`src/rtl/shift_pkg.sv`:
```
// rtl/shift_pkg.sv - shared shifter state encoding and default widths
package shift_pkg;

    localparam int DEFAULT_WIDTH = 4;
    localparam int DEFAULT_CNT_W = $clog2(DEFAULT_WIDTH + 1);

    typedef enum logic [1:0] {
        IDLE  = 2'd0,
        SHIFT = 2'd1,
        DONE  = 2'd2
    } state_t;

endpackage

```
`src/rtl/shifter_right_seq_if.sv`:
```
// rtl/shifter_right_seq_if.sv - operand/result handshake bundle for the right shifter
interface shifter_right_seq_if #(
    parameter int WIDTH = shift_pkg::DEFAULT_WIDTH,
    parameter int CNT_W = $clog2(WIDTH + 1)
);
    logic             in_valid;
    logic             in_ready;
    logic [WIDTH-1:0] a;
    logic [CNT_W-1:0] amt;
    logic             arith;
    logic             out_valid;
    logic             out_ready;
    logic [WIDTH-1:0] a_s;
    logic             shifted_out;

    // Producer/consumer side
    modport master (
        output in_valid, a, amt, arith, out_ready,
        input  in_ready, out_valid, a_s, shifted_out
    );

    // Shifter side
    modport slave (
        input  in_valid, a, amt, arith, out_ready,
        output in_ready, out_valid, a_s, shifted_out
    );
endinterface

```
`src/rtl/shifter_right_step.sv`:
```
// rtl/shifter_right_step.sv - combinational one-bit right shift, logical or arithmetic
module shifter_right_step #(
    parameter int WIDTH = shift_pkg::DEFAULT_WIDTH
) (
    input  logic [WIDTH-1:0] a,
    input  logic             arith,
    output logic [WIDTH-1:0] a_s,
    output logic             shifted_out
);
    // Sign bit is replicated only for arithmetic shifts
    logic fill;
    assign fill        = arith & a[WIDTH-1];
    assign a_s         = {fill, a[WIDTH-1:1]};
    assign shifted_out = a[0];
endmodule

```
`src/rtl/shifter_right_seq.sv`:
```
// rtl/shifter_right_seq.sv - sequential right shifter, one bit per clock
module shifter_right_seq
    import shift_pkg::*;
#(
    parameter int WIDTH = DEFAULT_WIDTH,
    parameter int CNT_W = $clog2(WIDTH + 1)
) (
    input  logic                clk,
    input  logic                rst,
    shifter_right_seq_if.slave  bus
);
    state_t           state;
    logic [CNT_W-1:0] cnt;
    logic [WIDTH-1:0] work;
    logic             arith_q;
    logic             in_ready_q;
    logic             out_valid_q;
    logic [WIDTH-1:0] a_s_q;
    logic             shifted_out_q;

    logic [CNT_W-1:0] k;
    logic [WIDTH-1:0] step_a_s;
    logic             step_out;

    // Distances beyond the operand width saturate: the result is already fully filled
    assign k = (bus.amt > CNT_W'(WIDTH)) ? CNT_W'(WIDTH) : bus.amt;

    shifter_right_step #(.WIDTH(WIDTH)) u_step (
        .a           (work),
        .arith       (arith_q),
        .a_s         (step_a_s),
        .shifted_out (step_out)
    );

    // Control FSM, countdown and registered datapath/outputs
    always_ff @(posedge clk or posedge rst) begin
        if (rst) begin
            state         <= IDLE;
            cnt           <= '0;
            work          <= '0;
            arith_q       <= 1'b0;
            in_ready_q    <= 1'b1;
            out_valid_q   <= 1'b0;
            a_s_q         <= '0;
            shifted_out_q <= 1'b0;
        end else begin
            case (state)
                IDLE: begin
                    if (bus.in_valid) begin
                        work       <= bus.a;
                        arith_q    <= bus.arith;
                        in_ready_q <= 1'b0;
                        if (k == '0) begin
                            a_s_q         <= bus.a;
                            shifted_out_q <= 1'b0;
                            out_valid_q   <= 1'b1;
                            state         <= DONE;
                        end else begin
                            cnt   <= k;
                            state <= SHIFT;
                        end
                    end
                end
                SHIFT: begin
                    work          <= step_a_s;
                    shifted_out_q <= step_out;
                    cnt           <= cnt - CNT_W'(1);
                    if (cnt == CNT_W'(1)) begin
                        a_s_q       <= step_a_s;
                        out_valid_q <= 1'b1;
                        state       <= DONE;
                    end
                end
                DONE: begin
                    if (bus.out_ready) begin
                        out_valid_q <= 1'b0;
                        in_ready_q  <= 1'b1;
                        state       <= IDLE;
                    end
                end
                default: begin
                    state      <= IDLE;
                    in_ready_q <= 1'b1;
                    out_valid_q <= 1'b0;
                end
            endcase
        end
    end

    assign bus.in_ready    = in_ready_q;
    assign bus.out_valid   = out_valid_q;
    assign bus.a_s         = a_s_q;
    assign bus.shifted_out = shifted_out_q;
endmodule

```
`src/flat_wrapper.sv`:
```
// flat-port wrapper written by rule: the top's interface ports become plain ports
module shifter_right_seq_flat import shift_pkg::*;
#(
    parameter int WIDTH = DEFAULT_WIDTH,
    parameter int CNT_W = $clog2(WIDTH + 1)
)
  (clk, rst, bus_in_valid, bus_a, bus_amt, bus_arith, bus_out_ready, bus_in_ready, bus_out_valid, bus_a_s, bus_shifted_out);
  shifter_right_seq_if #(.WIDTH(WIDTH), .CNT_W(CNT_W)) bus_i ();
  input  logic clk;
  input  logic rst;
  input wire logic [$bits(bus_i.in_valid)-1:0] bus_in_valid;
  input wire logic [$bits(bus_i.a)-1:0] bus_a;
  input wire logic [$bits(bus_i.amt)-1:0] bus_amt;
  input wire logic [$bits(bus_i.arith)-1:0] bus_arith;
  input wire logic [$bits(bus_i.out_ready)-1:0] bus_out_ready;
  output wire logic [$bits(bus_i.in_ready)-1:0] bus_in_ready;
  output wire logic [$bits(bus_i.out_valid)-1:0] bus_out_valid;
  output wire logic [$bits(bus_i.a_s)-1:0] bus_a_s;
  output wire logic [$bits(bus_i.shifted_out)-1:0] bus_shifted_out;
  assign bus_i.in_valid = bus_in_valid;
  assign bus_i.a = bus_a;
  assign bus_i.amt = bus_amt;
  assign bus_i.arith = bus_arith;
  assign bus_i.out_ready = bus_out_ready;
  assign bus_in_ready = bus_i.in_ready;
  assign bus_out_valid = bus_i.out_valid;
  assign bus_a_s = bus_i.a_s;
  assign bus_shifted_out = bus_i.shifted_out;
  shifter_right_seq #(.WIDTH(WIDTH), .CNT_W(CNT_W)) u_core (.clk(clk), .rst(rst), .bus(bus_i));
endmodule
```
`config.mk`:
```
export PLATFORM = sky130hd
export DESIGN_NAME = shifter_right_seq_flat
export DESIGN_NICKNAME = d
export VERILOG_FILES = /design/src/rtl/shift_pkg.sv /design/src/rtl/shifter_right_seq_if.sv /design/src/rtl/shifter_right_step.sv /design/src/rtl/shifter_right_seq.sv /design/src/flat_wrapper.sv
export SDC_FILE = /design/constraint.sdc
export NUM_CORES = 1
export LEC_CHECK = 0
export ABC_AREA = 1
export BUFFER_PORTS_ARGS = -buffer_cell sky130_fd_sc_hd__buf_2
export CAP_MARGIN = 30
export CORE_UTILIZATION = 52
export DETAILED_ROUTE_END_ITERATION = 16
export HOLD_SLACK_MARGIN = 0.05
export PLACE_DENSITY_LB_ADDON = 0.1
export SLEW_MARGIN = 0
export SYNTH_ARGS = -nofsm -noshare
export SYNTH_HDL_FRONTEND = slang
export SYNTH_SLANG_ARGS = --single-unit
```
`constraint.sdc`:
```
create_clock -name clk -period 1.7 [get_ports clk]
set_input_delay 0.255 -clock clk [delete_from_list [all_inputs] [get_ports clk]]
set_output_delay 0.255 -clock clk [all_outputs]
set_load 0.01 [all_outputs]
```
==> summary.txt, run 1 <==
Final layout
  – Diode count: 0
  – Commonest non-fill, non-tap cell in the layout: nand2_1
  – Most frequent cells in the layout: nand2_1 (33), buf_2 (18), dfrtp_1 (16)
  – Share of post-route cells with drive strength above 1: approximately 28%
  – Final nets: around 150
  – Fill cell count: 144
  – Area grow syn2layout: 12.0%

Yosys
  – Post-synthesis cell type count: 22
  – Gate Count Post-Synth: between 100 and 150
  – Post-Syn Area: 921 um^2
  – Post-synth top area share: 43.5%
  – Synth area leader: dfrtp_1
  – Register area share after synthesis: 46.3%
  – Avg Cell Area, Syn: 8.37 um^2
  – Yosys reg bits: 17
  – Mapped Nets: about 120
  – Area contributors post-synth: dfrtp_1 (43%), nand2_1 (13%), o21ai_0 (5.4%), inv_1 (5.3%), o21ai_2 (3.8%)
  – Synth Warn #: 0

CTS
  – CTS Sinks: 17
  – Clk_lat worst skew: approximately 0.29 ns
  – Post-CTS Setup Inserts: 0
  – CTS root buffer: clkbuf_4
  – CTS tree: done
  – Clock Tree Buf Depth: 2
  – CTS resizes: 0
  – Max H-tree Level: 1
  – Post-CTS Hold Buffers: 0
  – CTS buffer count: 3
  – Worst-path clk slew: roughly 0.1 ns

Worst setup path
  – Critical path startpoint category: flop
  – Max FO, Critical Path: 6
  – Crit-path slowest cell: dfrtp_1
  – Crit Path Class: reg2reg
  – Worst EP arrival: around 1.5 ns
  – CP endpoint kind: flop
  – Required @ worst endpoint: around 1.9 ns
  – CP cell instances: inv_1, ha_1, inv_1, nor2_1, nor2_4, inv_2, nand3_2, nand2_1, nand2_1
  – Biggest cell delay along the critical path: ~0.37 ns

STA
  – Max Fclk: around 750 MHz
  – RSZ-0062 raised after global routing: no
  – Final min period: 1.34 ns
  – Number of endpoints failing setup at the final stage: 0
  – Hold Slack: roughly 0.036 ns
  – Setup TNS: 0 ns
  – Final Hold Violating Endpoints: 0
  – Max Slew Vio Count: 0
  – Slew @ Worst Pin: 0.637 ns
  – Worst clock skew: between 0.004 and 0.005 ns
  – Final period util: around four fifths
  – Max-slew headroom: 57.5%

Drt
  – Post-detailed-route count of antenna-violating nets: 0
  – Final wirelength: about 1600 um
  – Pre-antenna DRT Iters: 4
  – Drt drc: 0
  – Number of DRC markers in iteration 0: 18
  – Via/cell ratio: just over 5
  – Routed WL per cell: approximately 11 um
  – Via Count: 757

Min path
  – Hold Crit Class: in2async

Die
  – Rows: 14
  – Die height: 44.1 um
  – Core Box Area: ~1600 um^2
  – Die width: about 44 um
  – Die area: around 2000 um^2
  – Starting Density: between 50% and 60%
  – I/O pins: 19

Power
  – Peak supply drop: ~970 uV
  – Pwr dens: roughly 1900 nW/um^2
  – Leakage: 0.559 nW

Global routing
  – GRT Util Overall: approximately a fifth
  – Largest net degree at the start of global routing: 18
  – Vias in the first global route: 660
  – Initial antenna violation count: 0
  – Global-route wire length before repair: about 2900 um
  – Overflow after GRT: 0

Place
  – Post-DP HPWL: 1250 um
  – Final GP Congestion: approximately 0.82
  – Port buffer count: 18

Outcome
  – Status: completed

Run
  – Max_cap viols: 0
## sequential cells by signal (all words and copies together) (netlist names)
register                flops
u_core.bus.out_valid        1
u_core.work                 4
u_core.bus.in_ready         1
u_core.state                2
u_core.cnt                  3
u_core.bus.a_s              4
u_core.arith_q              1
u_core.bus.shifted_out      1
## where the power goes
group | switching, mW | internal [mW]
clock | 0.120 | 0.0911
combinational | 0.646 | 0.349
sequential | 0.108 | 0.602
## worst paths after layout
| path | cells after the start | start | slack, ns | end |
|---|---|---|---|---|
| max in group asynchronous | 2 | rst | 1.25 | u_core.bus.out_valid |
| min in group clk | 3 | bus_arith | 0.21 | u_core.arith_q |
| setup / recovery | 9 | u_core.cnt[1] | 0.36 | u_core.bus.a_s[3] |
| hold reg to reg | 2 | u_core.bus.a_s[0] | 0.48 | u_core.bus.a_s[0] |
| hold / removal | 2 | rst | 0.04 | u_core.bus.shifted_out |
| setup reg to reg | 9 | u_core.cnt[1] | 0.36 | u_core.bus.a_s[3] |
## synthesized netlist by cell type (all sizes together)
cell and number:
nand3 5, nor2 6, dfrtp 16, nand3b 1, ha 2, nor3 1, o21bai 1, buf 2
nand2 38, nand4 4, a21oi 1, inv 16, dfstp 1, o21ai 16
## metrics by stage
| step | utilization (%) | instances | setup slack [ns] | instance area (um^2) | power [mW] |
|---|---|---|---|---|---|
| floorplan | - | 110 | 0.508 | 921 | 1.55 |
| finish | 65.4 | 146 | 0.361 | 1030 | 1.92 |
| CTS | 65.4 | 146 | 0.356 | 1030 | 1.94 |
| global route | 65.4 | 146 | 0.228 | 1030 | 2.11 |
| detailed placement | 63.7 | 142 | 0.375 | 1000 | 1.72 |
| global placement | 63.7 | 142 | 0.410 | 1000 | 1.70 |
## critical path: cells and delay by family, from the launching register on
kind	cells	cell delay, ns
and+or+nand+nor	5	0.50
adders and majority gates	1	0.14
DFF	1	0.37
buffers and inverters	3	0.23
## final cells by class
cell class | count | area (um^2) | area share (%)
Timing Repair Buffer | 18 | 90.1 | 8.74
Tap cell | 16 | 20.0 | 1.94
Clock buffer | 4 | 26.3 | 2.55
Inverter | 16 | 60.1 | 5.83
Multi-Input combinational cell | 75 | 408 | 39.6
Sequential cell | 17 | 427 | 41.4
## cells by family (layout without fill, tap and decap cells)
family | Yosys count | after routing | synth area share, %
AO/OA/AOI/OAI | 18 | 18 | 11.7
buffers and inverters | 18 | 38 | 9.37
adder cells (fa/ha/maj) | 2 | 2 | 2.72
AND/OR/NAND/NOR | 55 | 55 | 29.9
flip-flops | 17 | 17 | 46.3
## per-layer routing
layer  part of all wire, %  vias to the layer above  track usage (%)
met5                     0                        -                0
met4                   1.5                        0             10.9
met3                   3.1                        4             2.45
met2                    48                       13             31.8
met1                    47                      349             29.0
li1                      -                      391                -
(Power assumes the default switching activity.)
==> inputs of run 2 (changes only) <==
- clock period: 1.7 -> 1.35 ns (I/O delays scaled with it)
==> run 2 against run 1 <==
  * Flip-flop and latch count is the same
  * Register-to-register slack got worse by 0.28 ns
  * Non-clock buffer count is 4 higher
  * Power up 42%
  * Clock skew shrank 0.0013 ns
  * Die area unchanged
  * Maximum frequency up 5.5%
  * Combinational power is 53% higher
  * Final cell count up 2.7%
  * Hold slack improved by 0.11 ns
  * Critical endpoint unchanged
  * Largest cell class is now multi-input combinational cells
  * Largest power group unchanged
  * Highest routed layer unchanged
==> summary.txt, run 2 (synthesized netlist as in run 1, its figures left out) <==
Outcome
  – Status: completed

STA
  – Worst clock skew: 0.00353 ns (-0.00132 ns)
  – Final Hold Violating Endpoints: 0 (unchanged)
  – Final min period: 1.27 ns (-0.0696 ns)
  – Max Slew Vio Count: 0 (unchanged)
  – Max Fclk: 788 MHz (+5.5%)
  – Setup TNS: 0 ns (unchanged)
  – Final period util: 94.0% (+15 points)
  – RSZ-0062 raised after global routing: no
  – Number of endpoints failing setup at the final stage: 0 (unchanged)
  – Slew @ Worst Pin: 0.247 ns (-0.390 ns)
  – Max-slew headroom: 83.4% (+26 points)

Die
  – Starting Density: 58.4% (unchanged)
  – Die height: 44.1 um (unchanged)
  – Rows: 14 (unchanged)
  – Die width: 44.1 um (unchanged)
  – I/O pins: 19 (unchanged)
  – Core Box Area: 1580 um^2 (unchanged)
  – Die area: 1940 um^2 (unchanged)

Power
  – Leakage: 0.584 nW (+4.5%)
  – Peak supply drop: 1330 uV (+37%)
  – Pwr dens: 2440 nW/um^2 (+31%)

Worst setup path
  – Delay-heaviest family, CP: simple AND/OR/NAND/NOR gates
  – Required @ worst endpoint: 1.55 ns (-0.33 ns)
  – Max FO, Critical Path: 6 (unchanged)
  – R2r worst-path depth: 9 (unchanged)
  – Worst EP arrival: 1.46 ns (-0.06 ns)
  – Critical path startpoint category: flop
  – Crit Path Class: reg2reg
  – CP endpoint kind: flop
  – Buf+Inv Stages, Crit Path: 3 (unchanged)
  – CP cell instances: inv_2, ha_1, inv_1, nor2_2, nor2_4, inv_4, nand3_4, nand2_2, nand2_1
  – Reg2reg setup slack: 0.08 ns (-0.28 ns)
  – Crit-path slowest cell: dfrtp_1
  – Crit path depth: 9 (unchanged)
  – Biggest cell delay along the critical path: 0.39 ns (+0.02 ns)

Drt
  – Pre-antenna DRT Iters: 4 (unchanged)
  – Final wirelength: 1940 um (+18%)
  – Via Count: 779 (+2.9%)
  – Post-detailed-route count of antenna-violating nets: 0 (unchanged)
  – Via/cell ratio: 5.19 (+0.16%)
  – Number of DRC markers in iteration 0: 15 (-3)
  – Drt drc: 0 (unchanged)
  – Routed WL per cell: 13.0 um (+15%)

Final layout
  – Finished Layout Cells: 150 (+2.7%)
  – Share of post-route cells with drive strength above 1: 35.1% (+6.6 points)
  – Diode count: 0 (unchanged)
  – Final Cell Area: 1120 um^2 (+8.3%)
  – Commonest non-fill, non-tap cell in the layout: nand2_1
  – Most frequent cells in the layout: nand2_1 (30), buf_2 (18), dfrtp_1 (15)
  – Final nets: 149 (+2.8%)
  – Fill cell count: 135 (-6.3%)
  – Area grow syn2layout: 21.2%

Global routing
  – Overflow after GRT: 0 (unchanged)
  – Initial antenna violation count: 0 (unchanged)
  – Largest net degree at the start of global routing: 18 (unchanged)
  – Global-route wire length before repair: 3320 um (+16%)
  – Vias in the first global route: 799 (+21%)
  – GRT Util Overall: 23.7% (+3.0 points)

Place
  – Placed inst area: 1010 um^2 (+0.75%)
  – Post-DP HPWL: 1420 um (+14%)
  – Port buffer count: 18 (unchanged)
  – Placed insts: 143 (+0.70%)
  – Final GP Congestion: 0.849 (+3.8%)

CTS
  – Worst-path clk slew: 0.10 ns (about the same)
  – CTS buffer count: 3 (unchanged)
  – CTS root buffer: clkbuf_4
  – Max H-tree Level: 1 (unchanged)
  – Clk_lat worst skew: 0.30 ns (about the same)
  – CTS tree: done
  – Clock Tree Buf Depth: 2 (unchanged)
  – CTS Sinks: 17 (unchanged)

Min path
  – Hold Crit Class: in2reg
  – Hold Path Depth: 3

Run
  – Max_cap viols: 0 (unchanged)
## run 2: changes by cell type in the layout (fill, tap and decap cells not counted), sizes merged
| cell | before | now |
|---|---|---|
| clkbuf | 4 | 3 |
| clkinv | 0 | 1 |
| buf | 18 | 21 |
| dlygate4sd3 | 0 | 1 |
## run 2: per-stage QoR
step | hold slack, ns | power (mW) | worst slack, ns | utilization [%]
4_1_cts | 0.155 | 2.51 | 0.00947 | 66.7
3_5_place_dp | 0.228 | 2.21 | -0.0112 | 64.2
5_1_grt | 0.163 | 2.96 | 0.00464 | 70.8
3_3_place_gp | 0.220 | 2.15 | 0.0564 | 64.2
6_report | 0.147 | 2.72 | 0.0809 | 70.8
2_1_floorplan | 0.128 | 1.95 | 0.158 | -
## run 2: routing by layer
layer / part of all wire, % / vias up / global-route usage [%]
met5: 0 / - / 0
met4: 1.6 / 0 / 13.3
met3: 2.7 / 5 / 3.27
met2: 49 / 12 / 38.8
met1: 47 / 361 / 30.2
li1: - / 401 / -
## run 2: power breakdown
group,total (mW),leakage (nW),switching [mW],internal [mW]
combinational,1.52,0.356,0.934,0.583
sequential,0.920,0.210,0.159,0.762
clock,0.284,0.0177,0.174,0.111
total,2.72,0.584,1.27,1.45
## run 2: final timing paths
check	start	endpoint
max	u_core.cnt[1]	u_core.bus.a_s[3]
min	bus_arith	u_core.arith_q
max reg2reg	u_core.cnt[1]	u_core.bus.a_s[3]
min reg2reg	u_core.bus.a_s[1]	u_core.bus.a_s[1]
max in group asynchronous	rst	u_core.bus.in_ready
min in group asynchronous	rst	u_core.cnt[0]
## run 2: final cells by class
class	instances	area, um^2	share of cell area, %
Clock buffer	3	22.5	2.02
Clock inverter	1	5.00	0.448
Inverter	16	62.6	5.61
Multi-Input combinational cell	75	443	39.7
Sequential cell	17	428	38.3
Tap cell	16	20.0	1.79
Timing Repair Buffer	22	135	12.1
## run 2: what timing repair did
item | CTS | global route
hold buffers | 1 | 0
pin swaps | 0 | 2
hold endpoints to repair | 16 | 0
gates resized for setup | 1 | 9
endpoints found under the setup margin | 4 | 8
buffers inserted | 0 | 2
## run 2: worst reg2reg max path, stage by stage (launching register included)
cell	delay (ns)
dfrtp_1	0.39
inv_2	0.07
ha_1	0.14
inv_1	0.05
nor2_2	0.15
nor2_4	0.06
inv_4	0.08
nand3_4	0.10
nand2_2	0.07
nand2_1	0.05
